File: config.mk
export PLATFORM = sky130hd
export DESIGN_NAME = jtcontra_gfx_tilemap_gen_flat
export DESIGN_NICKNAME = d
export VERILOG_FILES = /design/src/rtl/jtcontra_gfx_tilemap_gen_if.sv /design/src/rtl/jtcontra_gfx_tilemap_gen.sv /design/src/flat_wrapper.sv
export SDC_FILE = /design/constraint.sdc
export NUM_CORES = 1
export LEC_CHECK = 0
export BUFFER_PORTS_ARGS = -buffer_cell sky130_fd_sc_hd__buf_2
export CAP_MARGIN = 10
export CORE_UTILIZATION = 43
export DETAILED_ROUTE_END_ITERATION = 8
export GPL_ROUTABILITY_DRIVEN = 0
export PLACE_DENSITY = 0.77
export SLEW_MARGIN = 20
export SYNTH_ARGS = -nofsm -noshare
export SYNTH_HDL_FRONTEND = slang
export SYNTH_SLANG_ARGS = --single-unit
File: constraint.sdc
create_clock -name clk -period 2.3 [get_ports clk]
set_input_delay 0 -clock clk [delete_from_list [all_inputs] [get_ports clk]]
set_output_delay 0 -clock clk [all_outputs]
set_load 0.02 [all_outputs]
File: src/rtl/jtcontra_gfx_tilemap_gen_if.sv
// Bus bundle for the tilemap line renderer: scan RAM read port, SDRAM
// request/response and line buffer write port. The renderer is the master.
interface jtcontra_gfx_tilemap_gen_if #(
    parameter int ROMW  = 16,
    parameter int BPP   = 4,
    parameter int CODEW = 13,
    parameter int WB    = $clog2(8*BPP/ROMW),
    parameter int AW    = CODEW + 3 + WB
);
    // scan RAM
    logic [10:0]      scan_addr;
    logic [CODEW-1:0] code_scan;
    logic [7:0]       attr_scan;
    // SDRAM
    logic             rom_cs;
    logic [AW-1:0]    rom_addr;
    logic             rom_ok;
    logic [ROMW-1:0]  rom_data;
    // line buffer
    logic             line;
    logic             line_we;
    logic [9:0]       line_addr;
    logic [BPP+4:0]   line_din;

    modport master (
        output scan_addr,
        input  code_scan, attr_scan,
        output rom_cs, rom_addr,
        input  rom_ok, rom_data,
        output line, line_we, line_addr, line_din
    );

    modport slave (
        input  scan_addr,
        output code_scan, attr_scan,
        input  rom_cs, rom_addr,
        output rom_ok, rom_data,
        input  line, line_we, line_addr, line_din
    );
endinterface

File: src/rtl/jtcontra_gfx_tilemap_gen.sv
// Scroll tilemap line renderer: walks the visible tiles of one line, reads
// code/attributes from the scan RAM, fetches pixel words from SDRAM and
// writes the pixels into one half of a double-buffered line buffer.
module jtcontra_gfx_tilemap_gen #(
    parameter int ROMW  = 16,
    parameter int BPP   = 4,
    parameter int CODEW = 13,
    parameter int HLEN  = 320,
    parameter int WB    = $clog2(8*BPP/ROMW),
    parameter int AW    = CODEW + 3 + WB
) (
    input  logic       clk,
    input  logic       rst,
    input  logic       i_lhbl,
    input  logic       i_lvbl,
    input  logic [8:0] i_vrender,
    input  logic [8:0] i_hscroll,
    input  logic [8:0] i_vscroll,
    input  logic       i_flip,
    output logic       o_done,
    jtcontra_gfx_tilemap_gen_if.master bus
);
    localparam int PPW = ROMW / BPP;             // pixels per ROM word
    localparam int NW  = (8 * BPP) / ROMW;       // ROM words per tile row
    localparam int WBX = (WB > 0) ? WB : 1;      // word counter width, never zero
    localparam int PCX = (PPW > 1) ? $clog2(PPW) : 1;
    localparam logic signed [10:0] HLEN_S = 11'(HLEN);

    typedef enum logic [2:0] {
        ST_IDLE  = 3'd0,
        ST_INIT  = 3'd1,
        ST_SCAN  = 3'd2,
        ST_LATCH = 3'd3,
        ST_FETCH = 3'd4,
        ST_DUMP  = 3'd5,
        ST_NEXT  = 3'd6
    } state_t;

    state_t              r_state;
    state_t              w_state_fsm;
    state_t              w_state_nx;

    logic                r_lhbl_d;
    logic                r_done;
    logic                r_line;
    logic                r_flip;
    logic [5:0]          r_hn;          // tile column
    logic [8:0]          r_vn;          // map row
    logic signed [10:0]  r_x;           // 11 bits so HLEN up to 512 cannot wrap
    logic [CODEW-1:0]    r_code;
    logic [3:0]          r_pal;
    logic                r_prio;
    logic                r_hf;
    logic                r_vf;
    logic [WBX-1:0]      r_w;
    logic [PCX-1:0]      r_pcnt;
    logic [ROMW-1:0]     r_data;
    logic                r_rom_cs;
    logic [AW-1:0]       r_rom_addr;
    logic                r_line_we;
    logic [9:0]          r_line_addr;
    logic [BPP+4:0]      r_line_din;

    logic                w_start;
    logic                w_x_end;
    logic                w_w_last;
    logic                w_in_range;
    logic [8:0]          w_xf;
    logic [BPP-1:0]      w_pix;
    logic                w_unused_bits;

    // Build {code, row, word}; flips mirror the row and the word order.
    function automatic logic [AW-1:0] rom_addr_f(
        input logic [CODEW-1:0] code,
        input logic [2:0]       row,
        input logic [WBX-1:0]   w,
        input logic             hf,
        input logic             vf
    );
        logic [CODEW+3+WBX-1:0] full;
        full = {code, row ^ {3{vf}}, w ^ {WBX{hf}}};
        return AW'(full >> (WBX - WB));
    endfunction

    assign w_start       = i_lhbl & ~r_lhbl_d & i_lvbl;
    assign w_x_end       = (r_x >= HLEN_S);
    assign w_w_last      = (r_w == WBX'(NW - 1));
    assign w_in_range    = ~r_x[10] & (r_x < HLEN_S);
    assign w_xf          = 9'(HLEN - 1) - r_x[8:0];
    assign w_unused_bits = r_vn[8] ^ bus.attr_scan[7];

    // Next state of the tile walk; a start edge always forces INIT.
    always_comb begin
        w_state_fsm = r_state;
        case (r_state)
            ST_IDLE:  w_state_fsm = ST_IDLE;
            ST_INIT:  w_state_fsm = ST_SCAN;
            ST_SCAN:  w_state_fsm = ST_LATCH;
            ST_LATCH: w_state_fsm = ST_FETCH;
            ST_FETCH: begin
                if (bus.rom_ok) begin
                    w_state_fsm = ST_DUMP;
                end else begin
                    w_state_fsm = ST_FETCH;
                end
            end
            ST_DUMP: begin
                if (r_pcnt == PCX'(PPW - 1)) begin
                    w_state_fsm = ST_NEXT;
                end else begin
                    w_state_fsm = ST_DUMP;
                end
            end
            ST_NEXT: begin
                if (w_x_end) begin
                    w_state_fsm = ST_IDLE;
                end else if (!w_w_last) begin
                    w_state_fsm = ST_FETCH;
                end else begin
                    w_state_fsm = ST_SCAN;
                end
            end
            default:  w_state_fsm = ST_IDLE;
        endcase
        w_state_nx = w_start ? ST_INIT : w_state_fsm;
    end

    // Pixel at the head of the shift register: MSBs normally, LSBs when h-flipped.
    always_comb begin
        w_pix = '0;
        if (r_hf) begin
            w_pix = r_data[BPP-1:0];
        end else begin
            w_pix = r_data[ROMW-1 -: BPP];
        end
    end

    // State register.
    always_ff @(posedge clk) begin
        if (rst) begin
            r_state <= ST_IDLE;
        end else begin
            r_state <= w_state_nx;
        end
    end

    // Datapath and registered outputs for each stage of the tile walk.
    always_ff @(posedge clk) begin
        if (rst) begin
            r_lhbl_d    <= 1'b1;
            r_done      <= 1'b1;
            r_line      <= 1'b0;
            r_flip      <= 1'b0;
            r_hn        <= 6'd0;
            r_vn        <= 9'd0;
            r_x         <= 11'sd0;
            r_code      <= '0;
            r_pal       <= 4'd0;
            r_prio      <= 1'b0;
            r_hf        <= 1'b0;
            r_vf        <= 1'b0;
            r_w         <= '0;
            r_pcnt      <= '0;
            r_data      <= '0;
            r_rom_cs    <= 1'b0;
            r_rom_addr  <= '0;
            r_line_we   <= 1'b0;
            r_line_addr <= 10'd0;
            r_line_din  <= '0;
        end else begin
            r_lhbl_d  <= i_lhbl;
            r_line_we <= 1'b0;
            if (w_start) begin
                r_line   <= ~r_line;
                r_done   <= 1'b0;
                r_rom_cs <= 1'b0;
            end else begin
                case (r_state)
                    ST_INIT: begin
                        r_hn   <= i_hscroll[8:3];
                        r_vn   <= (i_vrender ^ {9{i_flip}}) + i_vscroll;
                        r_x    <= -$signed({8'd0, i_hscroll[2:0]});
                        r_flip <= i_flip;
                    end
                    ST_LATCH: begin
                        r_code     <= bus.code_scan;
                        r_pal      <= bus.attr_scan[3:0];
                        r_hf       <= bus.attr_scan[4];
                        r_vf       <= bus.attr_scan[5];
                        r_prio     <= bus.attr_scan[6];
                        r_w        <= '0;
                        r_rom_addr <= rom_addr_f(bus.code_scan, r_vn[2:0], '0,
                                                 bus.attr_scan[4], bus.attr_scan[5]);
                        r_rom_cs   <= 1'b1;
                    end
                    ST_FETCH: begin
                        if (bus.rom_ok) begin
                            r_data   <= bus.rom_data;
                            r_rom_cs <= 1'b0;
                            r_pcnt   <= '0;
                        end
                    end
                    ST_DUMP: begin
                        r_line_we   <= w_in_range;
                        r_line_addr <= {r_line, r_flip ? w_xf : r_x[8:0]};
                        r_line_din  <= {r_prio, r_pal, w_pix};
                        r_x         <= r_x + 11'sd1;
                        r_pcnt      <= r_pcnt + PCX'(1);
                        r_data      <= r_hf ? (r_data >> BPP) : (r_data << BPP);
                    end
                    ST_NEXT: begin
                        if (w_x_end) begin
                            r_done <= 1'b1;
                        end else if (!w_w_last) begin
                            r_w        <= r_w + WBX'(1);
                            r_rom_addr <= rom_addr_f(r_code, r_vn[2:0], r_w + WBX'(1),
                                                     r_hf, r_vf);
                            r_rom_cs   <= 1'b1;
                        end else begin
                            r_hn <= r_hn + 6'd1;
                        end
                    end
                    default: ;
                endcase
            end
        end
    end

    assign o_done        = r_done;
    assign bus.scan_addr = {r_vn[7:3], r_hn};
    assign bus.rom_cs    = r_rom_cs;
    assign bus.rom_addr  = r_rom_addr;
    assign bus.line      = r_line;
    assign bus.line_we   = r_line_we;
    assign bus.line_addr = r_line_addr;
    assign bus.line_din  = r_line_din;
endmodule

File: src/flat_wrapper.sv
// flat-port wrapper written by rule: the top's interface ports become plain ports
module jtcontra_gfx_tilemap_gen_flat 
#(
    parameter int ROMW  = 16,
    parameter int BPP   = 4,
    parameter int CODEW = 13,
    parameter int HLEN  = 320,
    parameter int WB    = $clog2(8*BPP/ROMW),
    parameter int AW    = CODEW + 3 + WB
)
  (clk, rst, i_lhbl, i_lvbl, i_vrender, i_hscroll, i_vscroll, i_flip, o_done, bus_scan_addr, bus_code_scan, bus_attr_scan, bus_rom_cs, bus_rom_addr, bus_rom_ok, bus_rom_data, bus_line, bus_line_we, bus_line_addr, bus_line_din);
  jtcontra_gfx_tilemap_gen_if #(.ROMW(ROMW), .BPP(BPP), .CODEW(CODEW), .WB(WB), .AW(AW)) bus_i ();
  input  logic clk;
  input  logic rst;
  input  logic i_lhbl;
  input  logic i_lvbl;
  input  logic [8:0] i_vrender;
  input  logic [8:0] i_hscroll;
  input  logic [8:0] i_vscroll;
  input  logic i_flip;
  output logic o_done;
  output wire logic [$bits(bus_i.scan_addr)-1:0] bus_scan_addr;
  input wire logic [$bits(bus_i.code_scan)-1:0] bus_code_scan;
  input wire logic [$bits(bus_i.attr_scan)-1:0] bus_attr_scan;
  output wire logic [$bits(bus_i.rom_cs)-1:0] bus_rom_cs;
  output wire logic [$bits(bus_i.rom_addr)-1:0] bus_rom_addr;
  input wire logic [$bits(bus_i.rom_ok)-1:0] bus_rom_ok;
  input wire logic [$bits(bus_i.rom_data)-1:0] bus_rom_data;
  output wire logic [$bits(bus_i.line)-1:0] bus_line;
  output wire logic [$bits(bus_i.line_we)-1:0] bus_line_we;
  output wire logic [$bits(bus_i.line_addr)-1:0] bus_line_addr;
  output wire logic [$bits(bus_i.line_din)-1:0] bus_line_din;
  assign bus_scan_addr = bus_i.scan_addr;
  assign bus_i.code_scan = bus_code_scan;
  assign bus_i.attr_scan = bus_attr_scan;
  assign bus_rom_cs = bus_i.rom_cs;
  assign bus_rom_addr = bus_i.rom_addr;
  assign bus_i.rom_ok = bus_rom_ok;
  assign bus_i.rom_data = bus_rom_data;
  assign bus_line = bus_i.line;
  assign bus_line_we = bus_i.line_we;
  assign bus_line_addr = bus_i.line_addr;
  assign bus_line_din = bus_i.line_din;
  jtcontra_gfx_tilemap_gen #(.ROMW(ROMW), .BPP(BPP), .CODEW(CODEW), .HLEN(HLEN), .WB(WB), .AW(AW)) u_core (.clk(clk), .rst(rst), .i_lhbl(i_lhbl), .i_lvbl(i_lvbl), .i_vrender(i_vrender), .i_hscroll(i_hscroll), .i_vscroll(i_vscroll), .i_flip(i_flip), .o_done(o_done), .bus(bus_i));
endmodule
==> results.txt <==
Cells after DPL -> 956
Slew headroom -> 65.02%
Comb pwr share -> 11.4%
layout net count -> 922
all-layer global routing usage -> 21.46%
syn_nets -> 785
NetSw -> 0.0009501 W
initial drt markers -> 429
DR vias/cell -> 5.327
DRC errors left -> 0
setup TNS -> 0 ps
top cells by area, synth -> dfxtp_1 (38%), nand2_1 (8.7%), a21oi_1 (6.3%)
YS warnings -> 0
I/O pin cnt -> 121
GR Overflow Total -> 0
fillers -> 1164
number of synthesized flops with an enable pin -> 0
crit-path cells -> o21ai_0, and2_1, ha_1, a31oi_4, buf_12, o21ai_1, mux2_2
most frequent cells in the layout -> nand2_1 (133), buf_2 (116), dfxtp_1 (109)
ant diodes -> 0
per-cell routed wire length -> 14.53 µm
max_cap viols -> 0
fmax -> 509.6 MHz
Yosys top cell by area -> dfxtp_1
Initial Util -> 44.88%
CP Launch Type -> flip-flop
clock share of power -> 41.5%
crit path capture type -> flip-flop
post-synthesis mux area share -> 6.174%
Routed Antenna Nets -> 0
Chip Height -> 117.7 µm
Post-synth ARST share -> 0%
Die Footprint -> 13850 µm²
HP Class -> in2reg
final core utilization -> 56.51%
Yosys reg bits -> 109
setup violators final -> 0
Final Cycle Share -> 85.32%
Tightest Pin Transition -> 524.7 ps
leading cell type in the layout, fill and taps excluded -> nand2_1
Routed WL -> 14.71 mm
max-slew violation count -> 0
first-pass GRT wire length -> 24.29 mm
RSZ-0062 raised after global routing -> false
CTS tree -> built
combinational family with the most area after synthesis -> simple AND/OR/NAND/NOR gates
TritonCTS Buffers -> 9
CTS root buffer -> clkbuf_16
crit path DAT -> 2200 ps
ys flop type -> dfxtp_1
post-DP HPWL -> 9.713 mm
vias in the first global route -> 4962
post-synthesis instance area -> 5756 µm²
clk_lat worst skew -> 350 ps
H-tree depth -> 3
Yosys top cell area share -> 37.91%
min Tclk post-route -> 1962 ps
Seq/Total Area, Yosys -> 37.91%
Syn Inst Count -> 698
routed via count -> 5391
CP peak stage delay -> 410 ps
CTS Buffer Depth -> 2
Synth Area in XOR/XNOR -> 3.348%
Final Non-Filler Cells -> 1012
share of cells above drive strength 1 -> 21.79%
synthesized area per cell -> 8.246 µm²
row count -> 41
adder-cell share of the synthesized area -> 3.826%
largest net degree at the start of global routing -> 124
simple-gate portion of the synthesized area -> 21.50%
Area Overhead vs Synth -> 25.91%
First-pass DRT Iterations -> 4
Max VDD drop -> 0.0003431 V
slowest library cell on the worst path -> dfxtp_1
initial antenna violation count -> 0
Cell Int Power -> 0.003145 W
Reg clk slew, reported paths -> 70 ps
Hold Fails Final Rpt -> 0
kind of critical path -> reg2reg
IO buf count -> 117
Power Density -> 565.0 nW/µm²
peak fanout along the critical path -> 9
Die Wd -> 117.7 µm
Sink Count -> 109
run status -> finished clean
post-synthesis cell type count -> 61
Compound-Gate Fraction of Synth Area -> 21.35%
sw frac -> 23.20%
final clock skew -> 4.187 ps
Req. time, crit path -> 2540 ps
Pleak -> 2.887 nW
core footprint -> 12820 µm²
Seq pwr share -> 47.2%
post-CTS sizing -> 0
[through the flow]
step | hold WS, ps | worst slack (ps) | instance area [µm²] | total power (W)
4_1_cts | 15.47 | 344.7 | 7247 | 0.004125
2_1_floorplan | 106.6 | 381.6 | 5756 | 0.002237
6_report | 30.27 | 337.6 | 7247 | 0.004095
5_1_grt | 38.49 | 227.1 | 7247 | 0.004258
3_3_place_gp | 218.9 | 355.8 | 6519 | 0.002377
3_5_place_dp | 225.4 | 356.5 | 6519 | 0.002381
[worst max-delay path, delay by kind of cell (launching register included)]
family / cells / cell delay [ps]
AO/OA/AOI/OAI: 3 / 410
adder cells (fa/ha/maj): 1 / 320
AND/OR/NAND/NOR: 1 / 160
multiplexers: 1 / 370
buffers and inverters: 1 / 180
flip-flops: 1 / 410
[sequential cells by signal, summed over array words and instances, names as in the netlist]
register	cells
u_core.r_w	1
u_core.o_done	1
u_core.bus.line	1
u_core.bus.rom_cs	1
u_core.bus.line_addr	10
u_core.r_prio	1
u_core.bus.line_we	1
u_core.r_vn	8
u_core.r_data	16
u_core.r_pal	4
u_core.r_flip	1
u_core.r_pcnt	2
u_core.r_code	13
u_core.r_hf	1
u_core.r_state	3
u_core.r_x	11
u_core.bus.rom_addr	17
u_core.bus.line_din	9
u_core.r_hn	6
u_core.r_lhbl_d	1
u_core.r_vf	1
[cell usage after synthesis (all sizes together), types with 4 or more instances]
master  number
nor3b        5
a21oi       74
xor2        11
o211ai      16
and2         4
nand3       15
nor3        11
xnor2       11
nand3b       7
a31oi        5
a2111o       4
nor4         7
inv         15
o31ai        6
dfxtp      109
mux2        15
ha          16
a211oi      23
a221oi       7
nand2b       7
clkbuf      25
or3          4
o21ai       24
a311oi       4
nor2        37
nand2      133
mux2i       16
nor2b       19
buf         33
[final timing paths]
check | from | end | slack (ps) | cells past startpoint
max | u_core.r_x[7] | u_core.r_hn[1] | 340 | 7
min | i_flip | u_core.r_flip | 30 | 3
max reg2reg | u_core.r_x[7] | u_core.r_hn[1] | 340 | 7
min reg2reg | u_core.r_vn[3] | u_core.r_vn[3] | 450 | 2
[kinds of logic after synthesis]
logic type                 Yosys count
adders and majority gates           17
buffers and inverters               73
AOI/OAI and AO/OA                  185
xor gates and xnor gates            22
and+or+nand+nor                    261
muxes                               31
DFF                                109
[power by group through the flow]
stage                     Combinational (W)  Sequential, W  Clock (W)
final                              0.000465        0.00193    0.00170
after global routing               0.000515        0.00193    0.00181
after CTS                          0.000463        0.00193    0.00173
after detailed placement           0.000408        0.00197          0
after global placement             0.000404        0.00197          0
after floorplan                    0.000266        0.00197          0
[routing by layer]
metal	routed length (µm)	global-route usage (%)	part of all wire [%]	vias to the layer above
met2	6963	35.55	47	186
met1	6783	28.12	46	2464
li1	-	-	-	2722
met3	720	3.440	4.9	19
met4	239	7.532	1.6	0
met5	0	0	0	-
[layout make-up]
type / count / area (µm²) / share of cell area, %
Tap cell: 172 / 215.2 / 2.970
Clock inverter: 3 / 67.56 / 0.9323
Sequential cell: 109 / 2182 / 30.11
Clock buffer: 13 / 260.3 / 3.591
Inverter: 15 / 56.30 / 0.7769
Multi-Input combinational cell: 516 / 3237 / 44.66
Timing Repair Buffer: 184 / 1229 / 16.95
[timing repair]
| item | 4_1_cts | 5_1_grt |
|---|---|---|
| buffers inserted | 0 | 0 |
| hold buffers | 40 | 0 |
| endpoints found under the hold margin | 40 | 0 |
No activity file was read; power rests on OpenSTA's default activity.
